## config.mk

```make
export PLATFORM = sky130hd
export DESIGN_NAME = ex_hazard_ctrl
export DESIGN_NICKNAME = d
export VERILOG_FILES = /design/src/rtl/ex_ctrl_pkg.sv /design/src/rtl/ex_mem_wait_fsm.sv /design/src/rtl/ex_hazard_ctrl.sv
export SDC_FILE = /design/constraint.sdc
export NUM_CORES = 1
export LEC_CHECK = 0
export CAP_MARGIN = 20
export CORE_UTILIZATION = 35
export CTS_CLUSTER_SIZE = 12
export DETAILED_ROUTE_END_ITERATION = 8
export PLACE_DENSITY_LB_ADDON = 0.05
export SLEW_MARGIN = 20
export SYNTH_ARGS = -nofsm -noshare
export SYNTH_HDL_FRONTEND = slang
export SYNTH_SLANG_ARGS = --single-unit
```

## constraint.sdc

```tcl
create_clock -name clk -period 1.9 [get_ports clk]
set_clock_uncertainty 0.15 [all_clocks]
set_input_delay 0.285 -clock clk [delete_from_list [all_inputs] [get_ports clk]]
set_output_delay 0.285 -clock clk [all_outputs]
set_load 0.02 [all_outputs]
```

## src/rtl/ex_ctrl_pkg.sv

```systemverilog
// Shared definitions for the execute-stage hazard controller.
//   - Forward-select encodings driven onto the A/B operand muxes.
//   - Memory-wait FSM state encoding.
//   - Scoreboard slot flag struct. The destination register of a slot is
//     stored next to this struct in the top so that its width can follow
//     the RA_W parameter.
package ex_ctrl_pkg;

  localparam logic [1:0] FWD_RF  = 2'b00;
  localparam logic [1:0] FWD_EX  = 2'b01;
  localparam logic [1:0] FWD_MEM = 2'b10;

  // Wide enough for MEM_TIMEOUT up to 255.
  localparam int CNT_W = 8;

  typedef enum logic [1:0] {
    ST_RUN     = 2'd0,
    ST_WAIT    = 2'd1,
    ST_RELEASE = 2'd2
  } wait_state_e;

  typedef struct packed {
    logic valid;
    logic wr;
    logic load;
    logic memop;
  } slot_flags_t;

endpackage

```

## src/rtl/ex_mem_wait_fsm.sv

```systemverilog
// Data-memory wait controller.
// Ports:
//   clk, reset    : clock, synchronous active-high reset
//   mem_pending   : MEM slot holds a valid load/store
//   mem_ack       : data memory completes the current access
//   mem_req       : access request (suppressed in the RELEASE cycle)
//   freeze_all    : hold every pipeline register
//   err_timeout   : sticky, an access ran into MEM_TIMEOUT
//   state         : current FSM state (debug)
// Timing: the first frozen cycle is spent in RUN, followed by up to
// MEM_TIMEOUT cycles in WAIT (cnt = 1..MEM_TIMEOUT). If the last WAIT cycle
// still sees no ack, one RELEASE cycle lets the pipeline move on with the
// access abandoned.
module ex_mem_wait_fsm
  import ex_ctrl_pkg::*;
#(
  parameter int MEM_TIMEOUT = 15
) (
  input  logic        clk,
  input  logic        reset,
  input  logic        mem_pending,
  input  logic        mem_ack,
  output logic        mem_req,
  output logic        freeze_all,
  output logic        err_timeout,
  output wait_state_e state
);

  localparam logic [CNT_W-1:0] TIMEOUT_CNT = CNT_W'(MEM_TIMEOUT);

  wait_state_e      state_nxt;
  logic [CNT_W-1:0] cnt;
  logic [CNT_W-1:0] cnt_nxt;
  logic             err_nxt;

  always_ff @(posedge clk) begin
    if (reset) begin
      state       <= ST_RUN;
      cnt         <= '0;
      err_timeout <= 1'b0;
    end else begin
      state       <= state_nxt;
      cnt         <= cnt_nxt;
      err_timeout <= err_nxt;
    end
  end

  always_comb begin
    state_nxt  = state;
    cnt_nxt    = cnt;
    err_nxt    = err_timeout;
    mem_req    = 1'b0;
    freeze_all = 1'b0;
    case (state)
      ST_RUN: begin
        mem_req    = mem_pending;
        // An ack in the request cycle completes with zero wait.
        freeze_all = mem_pending & ~mem_ack;
        if (freeze_all) begin
          state_nxt = ST_WAIT;
          cnt_nxt   = CNT_W'(1);
        end
      end
      ST_WAIT: begin
        // The slots are frozen, so mem_pending stays high throughout WAIT.
        mem_req    = mem_pending;
        freeze_all = ~mem_ack;
        if (mem_ack) begin
          state_nxt = ST_RUN;
          cnt_nxt   = '0;
        end else if (cnt == TIMEOUT_CNT) begin
          state_nxt = ST_RELEASE;
          err_nxt   = 1'b1;
          cnt_nxt   = '0;
        end else begin
          cnt_nxt = cnt + CNT_W'(1);
        end
      end
      ST_RELEASE: begin
        state_nxt = ST_RUN;
        cnt_nxt   = '0;
      end
      default: begin
        state_nxt = ST_RUN;
        cnt_nxt   = '0;
      end
    endcase
  end

endmodule

```

## src/rtl/ex_hazard_ctrl.sv

```systemverilog
// Execute-stage interlock and forwarding controller.
// Tracks the instructions in EX and MEM in a two-slot shadow scoreboard,
// drives operand-forward selects, injects a bubble on load-use hazards,
// flushes decode on taken branches and freezes the pipeline while a data
// memory access waits for its acknowledge.
// Ports:
//   clk, reset                 : clock, synchronous active-high reset
//   dec_*                      : decode-stage instruction description
//   br_taken_ex                : branch resolved taken in EX
//   mem_ack                    : data memory completes the current access
//   fwd_a_sel, fwd_b_sel       : 00 regfile, 01 EX result, 10 MEM result
//   stall_dec, bubble_ex       : hold decode / insert NOP into EX
//   freeze_all, flush_dec      : hold everything / squash decode
//   mem_req, err_timeout       : memory request / sticky timeout flag
//   dbg_state                  : memory-wait FSM state (debug)
// Handshake: the memory access is a request/acknowledge pair; mem_req is
// held while MEM holds a load/store, and the access completes in the
// first cycle where mem_req and mem_ack are both high. mem_ack at any other
// time has no effect.
module ex_hazard_ctrl
  import ex_ctrl_pkg::*;
#(
  parameter int RA_W        = 5,
  parameter int MEM_TIMEOUT = 15
) (
  input  logic            clk,
  input  logic            reset,
  input  logic            dec_valid,
  input  logic [RA_W-1:0] dec_src_a,
  input  logic [RA_W-1:0] dec_src_b,
  input  logic            dec_use_a,
  input  logic            dec_use_b,
  input  logic [RA_W-1:0] dec_rw,
  input  logic            dec_wr,
  input  logic            dec_load,
  input  logic            dec_memop,
  input  logic            br_taken_ex,
  input  logic            mem_ack,
  output logic [1:0]      fwd_a_sel,
  output logic [1:0]      fwd_b_sel,
  output logic            stall_dec,
  output logic            bubble_ex,
  output logic            freeze_all,
  output logic            flush_dec,
  output logic            mem_req,
  output logic            err_timeout,
  output logic [1:0]      dbg_state
);

  slot_flags_t     ex_s;
  slot_flags_t     mem_s;
  logic [RA_W-1:0] ex_rw;
  logic [RA_W-1:0] mem_rw;
  wait_state_e     fsm_state;
  logic            load_use;

  ex_mem_wait_fsm #(
    .MEM_TIMEOUT(MEM_TIMEOUT)
  ) u_fsm (
    .clk         (clk),
    .reset       (reset),
    .mem_pending (mem_s.valid & mem_s.memop),
    .mem_ack     (mem_ack),
    .mem_req     (mem_req),
    .freeze_all  (freeze_all),
    .err_timeout (err_timeout),
    .state       (fsm_state)
  );

  assign dbg_state = fsm_state;

  // A load's data is not available in EX, so an EX-stage load never
  // forwards; the load-use interlock covers that case instead.
  function automatic logic [1:0] fwd_sel(input logic use_src,
                                         input logic [RA_W-1:0] src);
    logic [1:0] sel;
    sel = FWD_RF;
    if (use_src && ex_s.valid && ex_s.wr && !ex_s.load && src == ex_rw)
      sel = FWD_EX;
    else if (use_src && mem_s.valid && mem_s.wr && src == mem_rw)
      sel = FWD_MEM;
    return sel;
  endfunction

  always_comb begin
    fwd_a_sel = fwd_sel(dec_use_a, dec_src_a);
    fwd_b_sel = fwd_sel(dec_use_b, dec_src_b);
  end

  assign load_use = dec_valid && ex_s.valid && ex_s.load && ex_s.wr &&
                    ((dec_use_a && dec_src_a == ex_rw) ||
                     (dec_use_b && dec_src_b == ex_rw));

  // Freeze beats flush beats load-use. A branch seen during a freeze is
  // still presented by EX afterwards, so it takes effect then.
  always_comb begin
    stall_dec = 1'b0;
    bubble_ex = 1'b0;
    flush_dec = 1'b0;
    if (!freeze_all) begin
      if (br_taken_ex) begin
        flush_dec = 1'b1;
        bubble_ex = 1'b1;
      end else if (load_use) begin
        stall_dec = 1'b1;
        bubble_ex = 1'b1;
      end
    end
  end

  always_ff @(posedge clk) begin
    if (reset) begin
      ex_s   <= '0;
      mem_s  <= '0;
      ex_rw  <= '0;
      mem_rw <= '0;
    end else if (!freeze_all) begin
      mem_s  <= ex_s;
      mem_rw <= ex_rw;
      if (bubble_ex) begin
        ex_s  <= '0;
        ex_rw <= '0;
      end else begin
        ex_s.valid <= dec_valid;
        ex_s.wr    <= dec_wr;
        ex_s.load  <= dec_load;
        ex_s.memop <= dec_memop;
        ex_rw      <= dec_rw;
      end
    end
  end

endmodule

```

==> results of run 1 <==
==> flip-flops by register name, indices dropped and copies added, names as in the netlist <==
register	count
u_fsm.cnt	8
ex_rw	5
mem_rw	5
ex_s	4
mem_s	3
u_fsm.state	2
u_fsm.err_timeout	1
==> layer usage <==
layer	share of wire (%)	track usage, %	wire length (microns)
met5	0	0	0
met4	0.60	5.59	24
met3	2.8	3.10	114
met2	49	34.3	1970
met1	47	25.6	1910
==> placed cells by master (no fill, tap or decap), drive strengths merged, types with 3 or more instances in the layout <==
cell and count:
nand3b 3, nand4 8, o21ai 5, xnor2 24, clkbuf 3, nor2 18, nor3 6, dlygate4sd2 10
clkdlybuf4s50 18, dfxtp 28, nand2 11, inv 3, nand3 4, a32o 8, buf 49, mux2i 8
a21oi 8
==> power groups by stage <==
stage / sequential, W / clock, W / combinational [W]
after floorplan: 0.000623 / 0 / 0.0000685
after global placement: 0.000624 / 0 / 0.000184
after detailed placement: 0.000624 / 0 / 0.000189
after CTS: 0.000612 / 0.000480 / 0.000190
after global routing: 0.000612 / 0.000512 / 0.000219
final: 0.000610 / 0.000466 / 0.000204
==> Yosys cell counts (2+ instances only) <==
library cell               number
sky130_fd_sc_hd__nor3_1         5
sky130_fd_sc_hd__nand4_1        8
sky130_fd_sc_hd__nor2_1        18
sky130_fd_sc_hd__clkbuf_1       3
sky130_fd_sc_hd__nand3b_1       3
sky130_fd_sc_hd__xnor2_1       24
sky130_fd_sc_hd__a211oi_1       2
sky130_fd_sc_hd__mux2i_1        8
sky130_fd_sc_hd__inv_1          3
sky130_fd_sc_hd__a21oi_1        8
sky130_fd_sc_hd__nand2_1       11
sky130_fd_sc_hd__a32o_1         8
sky130_fd_sc_hd__o21ai_0        4
sky130_fd_sc_hd__or4_1          2
sky130_fd_sc_hd__nand3_1        4
sky130_fd_sc_hd__dfxtp_1       28
==> logic make-up (layout without fill, tap and decap cells) <==
group                    after synthesis  count (layout)  synth area share, %
AO/OA/AOI/OAI                         30              30                 15.2
AND/OR/NAND/NOR                       59              59                 21.6
adder cells (fa/ha/maj)                1               1                0.869
XOR/XNOR                              24              24                 14.6
multiplexers                           8               8                 5.57
buffers and inverters                  9              84                 3.22
flip-flops                            28              28                 39.0
==> per-stage QoR <==
step           util, %  setup slack [ns]  cells  hold slack, ns
2_1_floorplan        -           -0.0496    159           0.275
3_3_place_gp      56.6            -0.766    277           0.284
6_report          61.1            -0.172    282           0.300
3_5_place_dp      56.6            -0.780    277           0.287
4_1_cts           59.2            -0.177    281           0.302
5_1_grt           61.1            -0.238    282           0.353
==> worst paths after layout <==
kind	from	end	slack, ns	cells past startpoint
setup / recovery	ex_rw[2]	stall_dec	-0.17	6
hold / removal	u_fsm.err_timeout	u_fsm.err_timeout	0.30	2
setup reg to reg	u_fsm.cnt[4]	u_fsm.cnt[3]	0.17	4
hold reg to reg	u_fsm.err_timeout	u_fsm.err_timeout	0.30	2
==> timing repair <==
item,in CTS,in global routing
resized for setup,65,12
setup endpoints to repair,9,7
endpoints found under the hold margin,0,0
setup buffers,0,1
pin swaps,8,8
==> final cells by class <==
type | instances | area [sq um] | share of cell area [%]
clock buffers | 3 | 41.3 | 1.78
clock inverters | 1 | 30.0 | 1.29
inverters | 3 | 11.3 | 0.485
multi-input cells | 122 | 963 | 41.5
flip-flops and latches | 28 | 579 | 25.0
well taps | 48 | 60.1 | 2.59
repair buffers | 77 | 636 | 27.4
==> worst register-to-register path: stages, from the launching register on <==
cell                      delay (ns)
sky130_fd_sc_hd__dfxtp_1        0.36
sky130_fd_sc_hd__or4_1          0.57
sky130_fd_sc_hd__o21ai_1        0.24
sky130_fd_sc_hd__a21o_1         0.24
sky130_fd_sc_hd__nor2_1         0.07
==> results.cfg, run 1 <==
[status]
status = complete, but fails checks
violations = setup timing

[timing]
timing.final.max_slew_violations = 0
unrepaired_setup_endpoints_after_global_routing = true
max_clock_freq_ghz = 0.483
setup_viol_count_final = 6
normalized_max_slew_margin_pct = 70.0
min_period_over_period_pct = 109
timing_worst_slew_pin_value_ns = 0.447
final.setup.tns_ns = -0.546
final_hold_viol_count = 0
period_minus_slack_ns = 2.07
final_critical_path_setup_slack_ns = -0.172

[critical_path]
worstPathArrival_ns = 1.64
timing.critical_path.cells = xnor2_1 -> nand4_1 -> buf_4 -> o22a_2 -> nor4_4 -> buf_4
crit_path_max_fanout = 3
cpMostUsedCell = sky130_fd_sc_hd__buf_4
critical_path_buf_inv_count = 2
critPathSlowestCell = sky130_fd_sc_hd__dfxtp_4
critical-path-max-stage-delay_ns = 0.37
timing.setup.critical_path_class = flip-flop to primary output
worst_setup_path_start_kind = flip-flop
required_ns = 1.46
critical_path.top_delay_family = flip-flops
cp_endpoint_kind = primary output

[synth]
synth.distinct_cells = 36
postSynthCellCount = 159
post_synthesis_register_bit_count = 28
synth_largest_type_area_fraction_pct = 39.0
synth.yosys.seq_area_share_pct = 39.0
mappedNetlistNets = 185
postSynthAreaPerCell_sq_um = 9.05
synth_async_sr_flop_share_pct = 0
synth_top_cells_by_area = sky130_fd_sc_hd__dfxtp_1 39%, sky130_fd_sc_hd__xnor2_1 15%, sky130_fd_sc_hd__a32o_1 5.6%, sky130_fd_sc_hd__mux2i_1 5.6%, sky130_fd_sc_hd__nor2_1 4.7%
synth_ff_type = sky130_fd_sc_hd__dfxtp_1
yosysWarningCount = 0
yosys.area.top_type = sky130_fd_sc_hd__dfxtp_1
synth_area_sq_mm = 0.00144
post_synth_edffs = 0

[power]
comb_power_share_pct = 16.0
proportion_of_power_drawn_by_the_clock_network_pct = 36.4
internal-power_w = 0.00100
pwr_density_cell_mw_per_mm2 = 551
power.leakage_nw = 0.915
power.switching_fraction_pct = 21.7
seq_power_share_pct = 47.6
ir_worst_vdd_mv = 0.407
power.switching_w = 0.000278
fin_total_pwr_w = 0.00128

[global_route]
track_usage_pct = 19.9
grt_first_pass_wirelength_microns = 6550
maximum_number_of_pins_on_one_net_before_global_route_repair = 17
first_global_vias = 1410
grt.overflow.total = 0
antenna_violations_before_repair = 0

[routing]
drcViolationCount = 0
wire_per_inst_microns = 14.3
routed_wirelength_microns = 4020
drtIter0Drc = 72
postRouteAntennaNets = 0
dr.pass1.iters = 6
via_per_inst = 5.07
detailroute.via_count = 1430

[final_layout]
number_of_nets_in_the_final_layout = 261
final_layout_size_suffix_gt1_share_pct = 33.3
flow.area_growth_from_synthesis_pct = 61.3
n_fill_cell = 337
final_design_area_no_fill_sq_mm = 0.00232
antenna_cells_inserted = 0

[floorplan]
floorplan.core_area_sq_mm = 0.00380
core.rowCount = 22
start_util_pct = 37.9
die_area_sq_mm = 0.00437
ios = 37
die_width_microns = 66.1
floorplan.die.height_microns = 66.1

[clocking]
cts.hold.buffers_added = 0
cts_tree = yes
clock_sink_count = 28
clk-insertion-delay-late_ns = 0.27
path_clk_slew_ns = 0.10
cts_buffer_depth = 2
cts_made_buffers = 3
h-tree-depth = 1
clk_root_buffer_cell = sky130_fd_sc_hd__clkbuf_8

[placement]
placed_area_sq_mm = 0.00215
place_congestion = 0.839
dp.final_hpwl_microns = 3230
io_buffer_count = 36

[min_path]
class_of_the_most_critical_hold_timing_path = flip-flop to flip-flop

[flow_run]
timing.max_cap.violations = 0
No activity file was read; power rests on OpenSTA's default activity.
==> inputs of run 2 (changes only) <==
Settings changed: CELL_PAD_IN_SITES_DETAIL_PLACEMENT from default to 1, CELL_PAD_IN_SITES_GLOBAL_PLACEMENT from default to 1.
==> run 2 against run 1 <==
Net effect:
- the flow still finishes with violations (setup timing)
- sequential power hardly changed
- final area rose by 0.32%
- routed wire length rose by 31%
- global-route usage up 5.2 points
- utilization up 0.20 points
- largest cell class unchanged
- combinational power increased by 5%
- maximum frequency shrank 5.5%
- count of clock-buffer cells in the layout grew 1
- critical path depth did not move
- clock power down 17%
- largest power group unchanged
- flip-flop and latch count stayed put
==> results.cfg, run 2 (synthesized netlist as in run 1, its figures left out) <==
[global_route]
first_global_vias = 1628
antenna_violations_before_repair = 0
track_usage_pct = 25.1
grt_first_pass_wirelength_microns = 8050
maximum_number_of_pins_on_one_net_before_global_route_repair = 16
grt.overflow.total = 0

[timing]
final_hold_viol_count = 0
period_minus_slack_ns = 2.19
timing_worst_slew_pin_value_ns = 0.448
timing.final.max_slew_violations = 0
setup_viol_count_final = 6
normalized_max_slew_margin_pct = 70.0
max_clock_freq_ghz = 0.456
min_period_over_period_pct = 115
final_critical_path_setup_slack_ns = -0.292
unrepaired_setup_endpoints_after_global_routing = true

[clocking]
path_clk_slew_ns = 0.10
clock_sink_count = 28
cts_made_buffers = 3
h-tree-depth = 1
cts_tree = yes
clk-insertion-delay-late_ns = 0.28
clk_root_buffer_cell = sky130_fd_sc_hd__clkbuf_8
cts_buffer_depth = 2

[power]
pwr_density_cell_mw_per_mm2 = 522
power.leakage_nw = 0.917
ir_worst_vdd_mv = 0.351
fin_total_pwr_w = 0.00122

[routing]
dr.pass1.iters = 4
wire_per_inst_microns = 18.6
drtIter0Drc = 84
postRouteAntennaNets = 0
drcViolationCount = 0
via_per_inst = 5.36
routed_wirelength_microns = 5250
detailroute.via_count = 1516

[status]
violations = setup timing
status = complete, but fails checks

[final_layout]
final_util_pct = 61.3
most-common-layout-cells = 45 x sky130_fd_sc_hd__buf_4, 23 x sky130_fd_sc_hd__dfxtp_1, 18 x sky130_fd_sc_hd__nor2_1, 18 x sky130_fd_sc_hd__clkdlybuf4s50_1, 14 x sky130_fd_sc_hd__xnor2_1
largest_register = u_fsm.cnt
flow.area_growth_from_synthesis_pct = 61.8
final_layout_size_suffix_gt1_share_pct = 34.0
antenna_cells_inserted = 0
final_design_area_no_fill_sq_mm = 0.00233
largest_register_ffs = 8
largestRegisters = u_fsm.cnt x8, ex_rw x5, mem_rw x5
layout.cells.most_common = sky130_fd_sc_hd__buf_4
number_of_nets_in_the_final_layout = 262

[floorplan]
die_area_sq_mm = 0.00437
die_width_microns = 66.1
core.rowCount = 22
floorplan.core_area_sq_mm = 0.00380
start_util_pct = 37.9
ios = 37
floorplan.die.height_microns = 66.1

[critical_path]
worst_setup_path_start_kind = flip-flop
crit_path_max_fanout = 3
critical_path_buf_inv_count = 2
critical_path.top_delay_family = flip-flops
cp_endpoint_kind = primary output
critPathSlowestCell = sky130_fd_sc_hd__dfxtp_4
worstPathArrival_ns = 1.76
timing.setup.critical_path_class = flip-flop to primary output
required_ns = 1.46
timing.critical_path.cells = xnor2_2 -> nand4_1 -> buf_6 -> o22a_4 -> nor4_4 -> buf_4
critical-path-max-stage-delay_ns = 0.38

[placement]
io_buffer_count = 36
dp.final_hpwl_microns = 3670
placed_area_sq_mm = 0.00215
place_congestion = 0.796

[min_path]
class_of_the_most_critical_hold_timing_path = flip-flop to flip-flop

[flow_run]
timing.max_cap.violations = 0
run 2: changes by cell type in the layout (fill, tap and decap cells not counted), sizes merged:
cell,before,now
buf,49,50
bufinv,1,0
clkbuf,3,4
run 2: worst paths after layout:
| kind | startpoint | end | slack, ns | cells past startpoint |
|---|---|---|---|---|
| hold reg to reg | u_fsm.err_timeout | u_fsm.err_timeout | 0.30 | 2 |
| hold / removal | u_fsm.err_timeout | u_fsm.err_timeout | 0.30 | 2 |
| setup / recovery | ex_rw[2] | stall_dec | -0.29 | 6 |
| setup reg to reg | ex_rw[2] | ex_rw[1] | 0.06 | 5 |
run 2: report_power, final:
group | internal [W] | switching (W)
Combinational | 0.000125 | 0.0000904
Sequential | 0.000597 | 0.0000164
Clock | 0.000186 | 0.000201
run 2: repair_timing:
item                                    CTS  global route
setup buffers                             2             2
pin swaps                                15             6
hold buffers                              0             0
gates resized for setup                  71             8
endpoints found under the setup margin   17            17
run 2: area by class of cell:
| type | count | area (sq um) |
|---|---|---|
| fill | 438 | 1470 |
| tap | 48 | 60.1 |
| multi-input combinational | 122 | 978 |
| sequential | 28 | 574 |
| inverter | 3 | 11.3 |
| clock buffer | 4 | 55.1 |
| timing repair buffer | 78 | 649 |
run 2: worst register-to-register path: stages (launching register included):
cell,delay [ns]
sky130_fd_sc_hd__dfxtp_4,0.38
sky130_fd_sc_hd__xnor2_2,0.18
sky130_fd_sc_hd__nand4_1,0.21
sky130_fd_sc_hd__o32a_1,0.38
sky130_fd_sc_hd__buf_4,0.19
sky130_fd_sc_hd__a32o_1,0.25
run 2: layer usage:
layer	part of all wire [%]	GRT usage (%)	wire [microns]
met5	0	0	0
met3	3.7	4.14	192
met2	49	42.2	2580
met1	43	31.7	2260
met4	4.2	9.84	220
run 2: per-stage QoR:
| stage | setup slack (ns) | hold slack [ns] | instances | TNS (ns) |
|---|---|---|---|---|
| after detailed placement | -0.850 | 0.295 | 277 | -8.97 |
| after CTS | -0.263 | 0.310 | 282 | -1.02 |
| after global placement | -0.765 | 0.283 | 277 | -7.40 |
| after floorplan | -0.0496 | 0.275 | 159 | -0.0496 |
| final | -0.292 | 0.305 | 283 | -1.13 |
| after global routing | -0.327 | 0.345 | 283 | -1.46 |
==> inputs of run 3 (changes only) <==
Settings changed: CTS_BUF_LIST from default to sky130_fd_sc_hd__clkbuf_8.
==> results of run 3 <==
The final DEF is identical to that of run 2; final timing and power are the same.
